--- src/rtl/instr_fetch_pkg.sv ---
// Shared widths, increments and the prefetch-buffer entry layout for the
// instruction fetch unit.
package instr_fetch_pkg;

    localparam int INSTR_WIDTH = 32;
    localparam int ADDR_WIDTH  = 32;
    localparam int ENTRY_WIDTH = ADDR_WIDTH + INSTR_WIDTH;

    localparam logic [ADDR_WIDTH-1:0] PC_INCR          = 32'd4;
    localparam logic [ADDR_WIDTH-1:0] DEFAULT_RESET_PC = 32'h0000_0000;

    // One prefetch slot: the byte PC travels with its instruction word.
    typedef struct packed {
        logic [ADDR_WIDTH-1:0]  pc;
        logic [INSTR_WIDTH-1:0] instr;
    } fetch_entry_t;

endpackage

--- src/rtl/fetch_fifo.sv ---
// Two-entry synchronous prefetch FIFO. Slot 0 is always the head; a pop
// shifts slot 1 down, and a push lands in the first free slot after any pop.
// Flush empties the buffer. Storage is cleared on reset.
module fetch_fifo
    import instr_fetch_pkg::*;
(
    input  logic                   clk_i,
    input  logic                   rst_i,
    input  logic                   push_i,
    input  logic                   pop_i,
    input  logic                   flush_i,
    input  logic [ENTRY_WIDTH-1:0] wdata_i,
    output logic [ENTRY_WIDTH-1:0] rdata_o,
    output logic [1:0]             count_o
);

    logic [ENTRY_WIDTH-1:0] slot0_q, slot0_d;
    logic [ENTRY_WIDTH-1:0] slot1_q, slot1_d;
    logic [1:0]             count_q, count_d;
    logic [1:0]             wr_idx;

    assign wr_idx  = count_q - {1'b0, pop_i};
    assign rdata_o = slot0_q;
    assign count_o = count_q;

    // Next-state for slots and occupancy: pop shifts, push fills behind it.
    always_comb begin
        slot0_d = slot0_q;
        slot1_d = slot1_q;
        count_d = count_q;
        if (flush_i) begin
            count_d = 2'd0;
        end else begin
            if (pop_i) begin
                slot0_d = slot1_q;
            end
            if (push_i) begin
                if (wr_idx == 2'd0) begin
                    slot0_d = wdata_i;
                end else begin
                    slot1_d = wdata_i;
                end
            end
            count_d = count_q + {1'b0, push_i} - {1'b0, pop_i};
        end
    end

    // Storage and occupancy registers with synchronous clear.
    always_ff @(posedge clk_i) begin
        if (rst_i) begin
            slot0_q <= '0;
            slot1_q <= '0;
            count_q <= 2'd0;
        end else begin
            slot0_q <= slot0_d;
            slot1_q <= slot1_d;
            count_q <= count_d;
        end
    end

endmodule

--- src/rtl/instr_fetch.sv ---
// Instruction fetch unit: owns the PC, reads the combinational instruction
// memory every cycle and feeds decode through a 2-entry prefetch buffer.
// Redirects flush the buffer and reload the PC.
// Optional feature macro IFETCH_ALIGN_CHECK_EN: misaligned redirect targets
// raise a sticky o_fetch_fault and halt fetch until an aligned redirect.
module instr_fetch
    import instr_fetch_pkg::*;
#(
    parameter logic [ADDR_WIDTH-1:0] RESET_PC   = DEFAULT_RESET_PC,
    parameter int                    FIFO_DEPTH = 2
) (
    input  logic                   i_clk,
    input  logic                   i_rst,
    output logic [ADDR_WIDTH-1:0]  o_imem_address,
    input  logic [INSTR_WIDTH-1:0] i_imem_instruction,
    output logic                   o_valid,
    input  logic                   i_ready,
    output logic [INSTR_WIDTH-1:0] o_instruction,
    output logic [ADDR_WIDTH-1:0]  o_pc,
    input  logic                   i_redirect_valid,
    input  logic [ADDR_WIDTH-1:0]  i_redirect_pc
`ifdef IFETCH_ALIGN_CHECK_EN
    ,
    output logic                   o_fetch_fault
`endif
);

    logic [ADDR_WIDTH-1:0] pc_q, pc_d;
    logic [1:0]            count;
    logic                  pop;
    logic                  push;
    logic                  fault;
    fetch_entry_t          head;
    fetch_entry_t          wentry;

`ifdef IFETCH_ALIGN_CHECK_EN
    logic fault_q, fault_d;

    assign fault         = fault_q;
    assign o_fetch_fault = fault_q;

    // Fault tracks the alignment of the most recent redirect target.
    always_comb begin
        fault_d = fault_q;
        if (i_redirect_valid) begin
            fault_d = |i_redirect_pc[1:0];
        end
    end

    // Sticky fault register.
    always_ff @(posedge i_clk) begin
        if (i_rst) begin
            fault_q <= 1'b0;
        end else begin
            fault_q <= fault_d;
        end
    end
`else
    assign fault = 1'b0;
`endif

    assign o_imem_address = {2'b00, pc_q[ADDR_WIDTH-1:2]};
    assign o_valid        = (count != 2'd0);
    assign pop            = o_valid & i_ready;
    assign push           = !i_redirect_valid & !fault
                          & ((count < 2'(FIFO_DEPTH)) | pop);
    assign wentry         = '{pc: pc_q, instr: i_imem_instruction};
    assign o_pc           = head.pc;
    assign o_instruction  = head.instr;

    // PC advance: redirect wins, otherwise step past each captured word.
    always_comb begin
        pc_d = pc_q;
        if (i_redirect_valid) begin
            pc_d = i_redirect_pc & ~32'h0000_0003;
        end else if (push) begin
            pc_d = pc_q + PC_INCR;
        end
    end

    // PC register; reset overrides any redirect in the same cycle.
    always_ff @(posedge i_clk) begin
        if (i_rst) begin
            pc_q <= RESET_PC;
        end else begin
            pc_q <= pc_d;
        end
    end

    fetch_fifo u_fifo (
        .clk_i   (i_clk),
        .rst_i   (i_rst),
        .push_i  (push),
        .pop_i   (pop),
        .flush_i (i_redirect_valid),
        .wdata_i (wentry),
        .rdata_o (head),
        .count_o (count)
    );

endmodule

--- config.mk ---
export PLATFORM = sky130hd
export DESIGN_NAME = instr_fetch
export DESIGN_NICKNAME = d
export VERILOG_FILES = /design/src/rtl/instr_fetch_pkg.sv /design/src/rtl/fetch_fifo.sv /design/src/rtl/instr_fetch.sv
export SDC_FILE = /design/constraint.sdc
export NUM_CORES = 1
export LEC_CHECK = 0
export CAP_MARGIN = 20
export CORE_ASPECT_RATIO = 0.5
export CORE_MARGIN = 2
export CORE_UTILIZATION = 49
export DETAILED_ROUTE_END_ITERATION = 16
export GPL_TIMING_DRIVEN = 0
export PLACE_DENSITY = 0.8
export SLEW_MARGIN = 20
export SYNTH_ARGS = -nofsm -noshare
export SYNTH_HDL_FRONTEND = slang
export SYNTH_SLANG_ARGS = --single-unit
--- constraint.sdc ---
create_clock -name i_clk -period 2.51 [get_ports i_clk]
set_input_delay 0.502 -clock i_clk [delete_from_list [all_inputs] [get_ports i_clk]]
set_output_delay 0.502 -clock i_clk [all_outputs]
set_load 0.05 [all_outputs]
==> out/qor.yml <==
status: "finished, final reports clean"
finalInstanceArea_um2: 9180
cts_tree: "done"
cap_viol_max_count: 0
core_area_um2: 13400
grt_max_degree: 17
slew_headroom_pct: 52.1
synth_area_um2: 6660
final_common_cell: "clkdlybuf4s50_1"
setup_tns_ps: 0
setup_viol: 0
antenna_cells: 0
placementRows: 30
path_class: "in -> reg"
cts-root-buf: "clkbuf_16"
design.die.area_um2: 14600
placement.io_buffers: 159
worst_pin_slew_ps: 718
yosysSeqAreaShare_pct: 47.5
synthCells: 821
fmax_mhz: 408
io_pins: 165
synth.largest_area_cell: "dfxtp_1"
drt-wirelength-per-cell_um: 17.4
synth_compound_gate_area_share_pct: 24.0
holdWs_ps: 456
crit_arrival_ps: 2730
fin_crit_sh_pct: 97.6
clk_path_buf_depth: 2
irDropWorstVdd_v: 0.000482
yosys.area_share.adder_pct: 0.563
rsz0062_at_grt: "yes"
path_cells: "clkdlybuf4s50_1 -> o21ai_2 -> inv_1 -> ha_1 -> nand2b_1 -> buf_4 -> nand3_2 -> clkbuf_2 -> nand2_1 -> a21oi_1"
crit_fanout: 10
critPathTopFamily: "buffers and inverters"
drt-pass1-iter-count: 5
drc: 0
grt_pass1_wl_um: 33000
cts_buffers: 17
period_minus_slack_ps: 2450
place_area_um2: 8480
final_nets: 1073
final_max_slew_viol_count: 0
synthTopCellsByArea: "dfxtp_1 (47%), nand2_1 (7.9%), a211oi_1 (7.8%), o22ai_1 (5.8%), nor2_1 (5.1%)"
muxShareOfSynthArea_pct: 0
syn2layout_area_growth_pct: 37.8
drt-initial-drc-count: 789
synth_warnings: 0
worstPathRequired_ps: 2790
die_w_um: 169
vias: 7037
finalHoldViolations: 0
pre_cts_ws_ps: -954
postCtsHoldBufs: 0
synth_seq_cells: 158
slowest_stage: "clkdlybuf4s50_1"
mostFrequentLayoutCells: "clkdlybuf4s50_1 (159), dfxtp_1 (158), nand2_1 (140)"
hp-class: "reg -> reg"
critPathMaxStageDelay_ps: 510
clock_latency_ps: 420
wl_um: 20800
grt_overflow_total: 0
path_clk_slew_ps: 60
post_drt_via_cell_ratio: 5.91
gp_congestion: 0.906
avgSynthCellArea_um2: 8.12
grt_util_all_layers_pct: 28.3
grt_pass1_vias: 6530
hpwl_um: 14600
endpoint_kind: "flop"
start_util_pct: 49.7
fin_ws_ps: 60.1
start_kind: "input port"
p_total_w: 0.00735
synthSimpleGateAreaFrac_pct: 20.8
leakagePower_nw: 3.23
synth_top_family_by_area: "compound AO/OA/AOI/OAI gates"
fin_skew_ps: 11.7
die_h_um: 86.5
htreeDepth: 4
p_per_area_nw_per_um2: 801
synth_cell_type_count: 45
antenna_found_initial: 0
drive_gt1_share_pct: 8.28
ant_nets: 0
synth_xor_area_share_pct: 1.31
critPathBufInv: 4
netlist.area_leader.share_pct: 47.5
clock_sinks: 158
[layout make-up]
cell class	count	area (um^2)
Inverter	13	48.8
Fill cell	1093	4220
Multi-Input combinational cell	569	3160
Timing Repair Buffer	162	1610
Clock inverter	14	153
Tap cell	176	220
Sequential cell	158	3160
Clock buffer	18	439
Buffer	81	384
[where the power goes]
| group | internal (W) | total, W | switching [W] |
|---|---|---|---|
| clock network | 0.00143 | 0.00255 | 0.00112 |
| registers | 0.00272 | 0.00288 | 0.000163 |
| logic | 0.000681 | 0.00191 | 0.00123 |
| total | 0.00483 | 0.00735 | 0.00252 |
[tightest hold or removal path: cells and delay by family, from the launching register on]
kind / cells / cell delay, ps
DFF: 1 / 310
and+or+nand+nor: 1 / 50
AOI/OAI and AO/OA: 1 / 50
[repair_timing]
action | CTS | global route
setup endpoints to repair | 126 | 124
cloned | 0 | 0
gates resized for setup | 29 | 29
hold endpoints to repair | 0 | 0
pin swaps | 1 | 0
buffers inserted | 3 | 0
[stage by stage]
step	std cells	util, %
floorplan	822	-
global placement	1157	63.3
detailed placement	1157	63.3
CTS	1191	68.2
global route	1191	68.5
finish	1191	68.5
[sequential cells by signal, summed over array words and instances (netlist names)]
register        count
pc_q               30
u_fifo.count_o      2
u_fifo.rdata_o     64
u_fifo.slot1_q     62
[logic make-up (layout without fill, tap and decap cells)]
family	count (synthesis)	after routing
AO/OA/AOI/OAI	242	242
AND/OR/NAND/NOR	312	312
other	1	2
XOR/XNOR	10	10
flip-flops	158	158
adder cells (fa/ha/maj)	3	3
buffers and inverters	95	288
[cell usage after synthesis (all sizes together)]
cell / number
a2111oi: 6
a211oi: 69
a21oi: 67
a221oi: 2
a311oi: 14
a31oi: 1
a41oi: 1
and3: 8
and4: 4
buf: 11
clkbuf: 71
conb: 1
dfxtp: 158
ha: 3
inv: 13
nand2: 140
nand2b: 3
nand3: 15
nand4: 11
nor2: 91
nor2b: 7
nor3: 4
nor3b: 5
nor4: 11
nor4bb: 1
o21ai: 5
o21bai: 2
o22ai: 62
o31a: 2
o31ai: 9
o41a: 2
or2: 1
or3: 5
or4: 6
xnor2: 5
xor2: 5
[final timing paths]
| path | start | depth (start not counted) | end | slack (ps) |
|---|---|---|---|---|
| hold reg to reg | u_fifo.slot1_q[41] | 2 | u_fifo.slot1_q[41] | 460 |
| hold / removal | u_fifo.slot1_q[41] | 2 | u_fifo.slot1_q[41] | 460 |
| setup / recovery | i_ready | 10 | u_fifo.slot1_q[61] | 60 |
| setup reg to reg | u_fifo.count_o[1] | 9 | u_fifo.slot1_q[61] | 170 |
[routing by layer]
layer / vias up / wire, um / GRT usage, %
li1: 3314 / - / -
met1: 3334 / 8910 / 38.1
met2: 338 / 9680 / 46.6
met3: 51 / 1680 / 4.47
met4: 0 / 488 / 10.3
met5: - / 0 / 0
Note: power is estimated with default switching activity, not from simulation.
